## src/rtl/mem_arbiter.sv

```systemverilog
// Shares one single-port memory between instruction fetch (IF) and load/store (DM); one read in flight.
// Optional MEM_ARB_RR_EN selects round-robin arbitration instead of fixed DM priority.
module mem_arbiter #(
    parameter int LAT   = 2,
    parameter int CNT_W = 4
) (
    input  logic        clk,
    input  logic        rst,
    input  logic        if_req_i,
    input  logic [31:0] if_addr_i,
    output logic        if_gnt_o,
    output logic        if_rvalid_o,
    output logic [31:0] if_rdata_o,
    input  logic        dm_req_i,
    input  logic        dm_we_i,
    input  logic [31:0] dm_addr_i,
    input  logic [31:0] dm_wdata_i,
    output logic        dm_gnt_o,
    output logic        dm_rvalid_o,
    output logic [31:0] dm_rdata_o,
    output logic        mem_req_o,
    output logic        mem_we_o,
    output logic [31:0] mem_addr_o,
    output logic [31:0] mem_wdata_o,
    input  logic [31:0] mem_rdata_i,
    output logic        hold_o
);

    typedef enum logic {
        IDLE = 1'b0,
        BUSY = 1'b1
    } state_t;

    localparam logic OWN_IF = 1'b0;
    localparam logic OWN_DM = 1'b1;

    state_t           state_q, state_d;
    logic             owner_q, owner_d;
    logic             last_q, last_d;
    logic [CNT_W-1:0] cnt_q, cnt_d;

    logic done;
    logic eligible;
    logic dm_win;

    always_ff @(posedge clk) begin
        if (rst) begin
            state_q <= IDLE;
            owner_q <= OWN_IF;
            last_q  <= OWN_IF;
            cnt_q   <= '0;
        end else begin
            state_q <= state_d;
            owner_q <= owner_d;
            last_q  <= last_d;
            cnt_q   <= cnt_d;
        end
    end

`ifdef MEM_ARB_RR_EN
    always_comb begin
        dm_win = dm_req_i && (!if_req_i || (last_q == OWN_IF));
    end
`else
    // last is kept so both builds share one register set; only round-robin reads it.
    logic unused_last;
    assign unused_last = last_q;

    always_comb begin
        dm_win = dm_req_i;
    end
`endif

    always_comb begin
        done     = (state_q == BUSY) && (cnt_q == CNT_W'(LAT - 1));
        eligible = (state_q == IDLE) || done;

        if_gnt_o    = eligible && if_req_i && !dm_win;
        dm_gnt_o    = eligible && dm_win;
        mem_req_o   = if_gnt_o || dm_gnt_o;
        mem_we_o    = dm_gnt_o && dm_we_i;
        mem_addr_o  = dm_gnt_o ? dm_addr_i : (if_gnt_o ? if_addr_i : 32'h0);
        mem_wdata_o = dm_gnt_o ? dm_wdata_i : 32'h0;

        if_rvalid_o = done && (owner_q == OWN_IF);
        dm_rvalid_o = done && (owner_q == OWN_DM);
        if_rdata_o  = if_rvalid_o ? mem_rdata_i : 32'h0;
        dm_rdata_o  = dm_rvalid_o ? mem_rdata_i : 32'h0;

        hold_o = (dm_req_i && !dm_gnt_o) ||
                 ((state_q == BUSY) && (owner_q == OWN_DM) && !dm_rvalid_o);
    end

    always_comb begin
        state_d = state_q;
        owner_d = owner_q;
        last_d  = last_q;
        cnt_d   = cnt_q;

        if (state_q == BUSY) begin
            cnt_d = cnt_q + 1'b1;
        end
        if (done) begin
            state_d = IDLE;
        end

        // A grant in the completion cycle overrides the return to IDLE for back-to-back reads.
        if (mem_req_o) begin
            last_d = dm_gnt_o;
            if (mem_we_o) begin
                state_d = IDLE;
            end else begin
                state_d = BUSY;
                owner_d = dm_gnt_o;
                cnt_d   = '0;
            end
        end
    end

endmodule

```

## config.mk

```make
export PLATFORM = sky130hd
export DESIGN_NAME = mem_arbiter
export DESIGN_NICKNAME = d
export VERILOG_FILES = /design/src/rtl/mem_arbiter.sv
export SDC_FILE = /design/constraint.sdc
export NUM_CORES = 1
export LEC_CHECK = 0
export ABC_AREA = 1
export CAP_MARGIN = 0
export CORE_AREA = 4 4 102 104
export DETAILED_ROUTE_END_ITERATION = 8
export DIE_AREA = 0 0 106 108
export PLACE_DENSITY = 0.62
export REMOVE_ABC_BUFFERS = 1
export SETUP_SLACK_MARGIN = 0.3
export SYNTH_ARGS = -nofsm -noshare
export SYNTH_HDL_FRONTEND = slang
export SYNTH_SLANG_ARGS = --single-unit
export TNS_END_PERCENT = 5
```

## constraint.sdc

```tcl
create_clock -name clk -period 1.8 [get_ports clk]
set_clock_uncertainty 0.2 [all_clocks]
set_input_delay 0.27 -clock clk [delete_from_list [all_inputs] [get_ports clk]]
set_output_delay 0.27 -clock clk [all_outputs]
set_load 0.005 [all_outputs]
```

==> flow_metrics.tcl <==
set metrics [dict create \
    initial_drc_count 67 \
    period_minus_slack_ps 2149 \
    grt_start_max_net_pins 18 \
    root_buffer "sky130_fd_sc_hd__clkbuf_8" \
    antenna_cells 0 \
    synth_async_sr_flop_share 0 \
    numCtsBuffers 3 \
    synth-edff-count 0 \
    p_leak_nw 2.640 \
    syn2layout_area_growth_pct 202.9 \
    timing.final.hold_violations 0 \
    drt_wl_total_um 10580 \
    synth.area.top_cells "sky130_fd_sc_hd__nor2_1, sky130_fd_sc_hd__nand2_1, sky130_fd_sc_hd__inv_1" \
    grt_antenna_before_repair 0 \
    power.density_mw_per_mm2 308.1 \
    final-instance-count-excl-fill 753 \
    synth.top_cells.by_count "sky130_fd_sc_hd__nor2_1, sky130_fd_sc_hd__nand2_1, sky130_fd_sc_hd__inv_1, sky130_fd_sc_hd__nand2_2, sky130_fd_sc_hd__buf_6" \
    clock_insertion_delay_worst_skew_ps 220 \
    design.core.area_sq_mm 0.009549 \
    finalCritPeriodShare 1.194 \
    seq_area_frac_synth 0.07818 \
    place.detailed.instances 722 \
    post-synth-top-area-cell "sky130_fd_sc_hd__nor2_1" \
    gr-total-overflow 0 \
    overall_power_after_layout_mw 1.434 \
    cts-htree-levels 1 \
    worst_slew_margin_rel 0.8427 \
    syn_inst 320 \
    cp_data_arrival_time_ps 1680 \
    first_global_vias 3059 \
    clkTransAtPathRegs_ps 40 \
    cts_hold_buffers 0 \
    synth_seq_cells 6 \
    post_drt_via_cell_ratio 3.894 \
    avgSynthCellArea_sq_um 4.801 \
    firstDrtPassIters 4 \
    final_layout_net_count 757 \
    track_usage 0.1722 \
    ant_nets 0 \
    die-area_sq_mm 0.01145 \
    design.portCount 268 \
    grt_pass1_wl_um 15990 \
    height_of_the_chip_um 108 \
    worstPathMaxFanout 8 \
    ir_drop_mv 0.2019 \
    hp-class "reg2reg" \
    max_cap_violations 0 \
    synth_ff_type "sky130_fd_sc_hd__dfxtp_1" \
    remaining_drc_errors 0 \
    floorplan.initialDensity 0.1609 \
    finalSetupViolCount 133 \
    synth_warnings 0 \
    start_kind "flop" \
    via_count 2932 \
    finalWeightedCongestion 0.7957 \
    critPathCaptureType "output pin" \
    cts-root-to-sink-buffers 2 \
    timing.setup.critical_path_class "reg2out" \
    mappedNetlistArea_sq_mm 0.001536 \
    area_share_of_the_largest_cell_type_after_synthesis 0.2467 \
    layout_setup_ws_ps -348.5 \
    cts_tree "built" \
    drive_above_1_share 0.4823 \
    worst-slew-pin-transition_ps 235.7 \
    placement_rows 36 \
    io_buffers 267 \
    avgRoutedWirePerCell_um 14.04 \
    netlist_cell_types 23 \
    rsz0062_at_grt "yes" \
    floorplan.die.width_um 106 \
    tritoncts_sink_count 6 \
    dpl.hpwl_um 8212 \
    synthMostInstantiatedCell "sky130_fd_sc_hd__nor2_1" \
    required_ps 1330 \
    outcome "complete, but fails checks" \
    violations_in_the_final_reports "setup timing" \
    final-max-slew-violation-count 0 \
    achievable-frequency_mhz 465.4 \
]
## what timing repair did
| item | in CTS | in global routing |
|---|---|---|
| endpoints found under the setup margin | 141 | 141 |
| setup buffers | 19 | 1 |
| cloned | 8 | 0 |
| pin swaps | 23 | 14 |
| resized for setup | 603 | 80 |
## kinds of logic after synthesis
family          synth area share
simple gates              0.5847
buf+inv                   0.2940
flops                    0.07818
compound gates          0.009769
xor+xnor                 0.01710
fa+ha+maj                0.01628
## per-layer routing
layer,up-vias,track usage,part of all wire
li1,1486,-,-
met1,1256,0.1704,0.34
met2,174,0.3488,0.54
met3,16,0.04955,0.10
met4,0,0.04348,0.021
met5,-,0,0
## path summary, 6_finish.rpt
path | end | cells past startpoint | slack [ps] | from
worst max-delay path | if_rdata_o[16] | 11 | -350 | cnt_q[1]
worst min-delay path | owner_q | 2 | 320 | owner_q
worst max register to register | cnt_q[1] | 12 | 100 | cnt_q[1]
worst min register to register | owner_q | 2 | 320 | owner_q
## power by group
group,internal (mW),switching (mW),leakage (nW),total [mW]
sequential,0.143,0.0110,0.0499,0.154
clock,0.144,0.0571,0.0216,0.201
combinational,0.625,0.454,2.57,1.08
## worst max-delay path, cell delays in order (launching register included)
cell and delay (ps):
sky130_fd_sc_hd__dfxtp_2 310, sky130_fd_sc_hd__inv_2 60, sky130_fd_sc_hd__ha_4 130, sky130_fd_sc_hd__nand2_4 70, sky130_fd_sc_hd__buf_6 130, sky130_fd_sc_hd__nor2_4 90
sky130_fd_sc_hd__buf_6 110, sky130_fd_sc_hd__nand2_4 60, sky130_fd_sc_hd__buf_12 140, sky130_fd_sc_hd__buf_16 140, sky130_fd_sc_hd__nor2_1 90, sky130_fd_sc_hd__buf_2 110
## sequential cells by signal, summed over array words and instances (netlist names)
name     count
state_q      1
cnt_q        4
owner_q      1
## placed cells by master, fill, tap and decap left out, types with 2 or more instances in the layout
master                            count
sky130_fd_sc_hd__clkbuf_8             3
sky130_fd_sc_hd__buf_4               12
sky130_fd_sc_hd__nor2_2              61
sky130_fd_sc_hd__inv_2                2
sky130_fd_sc_hd__buf_2              117
sky130_fd_sc_hd__buf_6               22
sky130_fd_sc_hd__buf_8                2
sky130_fd_sc_hd__dlygate4sd2_1        2
sky130_fd_sc_hd__nand2_8              2
sky130_fd_sc_hd__a21oi_1              2
sky130_fd_sc_hd__clkdlybuf4s15_2      4
sky130_fd_sc_hd__nand2_4              7
sky130_fd_sc_hd__nor2_4              10
sky130_fd_sc_hd__nor2_1              32
sky130_fd_sc_hd__xor2_1               2
sky130_fd_sc_hd__nand2_1             73
sky130_fd_sc_hd__clkdlybuf4s50_1    131
sky130_fd_sc_hd__buf_12              10
sky130_fd_sc_hd__inv_8                3
sky130_fd_sc_hd__nand2_2             27
sky130_fd_sc_hd__clkbuf_2             5
sky130_fd_sc_hd__inv_1               70
sky130_fd_sc_hd__dfxtp_1              4
sky130_fd_sc_hd__dfxtp_2              2
sky130_fd_sc_hd__buf_16               6
## through the flow
step | TNS (ps) | util | setup slack [ps] | instance area, sq um | hold slack (ps)
final | -30020 | 0.4874 | -348.5 | 4654 | 323.9
after global routing | -39850 | 0.4874 | -417.6 | 4654 | 339.4
after CTS | -31690 | 0.4645 | -357.4 | 4436 | 323.5
after detailed placement | -58180 | 0.4615 | -604.4 | 4407 | 295.2
after global placement | -55090 | 0.4615 | -581.7 | 4407 | 290.7
after floorplan | 0 | - | 31.88 | 1370 | 139.1
## area by class of cell
cell class	count	area [sq um]
Timing Repair Buffer	311	2718
Sequential cell	6	122.6
Inverter	74	292.8
Clock buffer	3	41.29
Tap cell	133	166.4
Fill cell	982	4895
Multi-Input combinational cell	224	1294
Timing Repair inverter	2	20.02
Power figures use the tool's default switching activity.
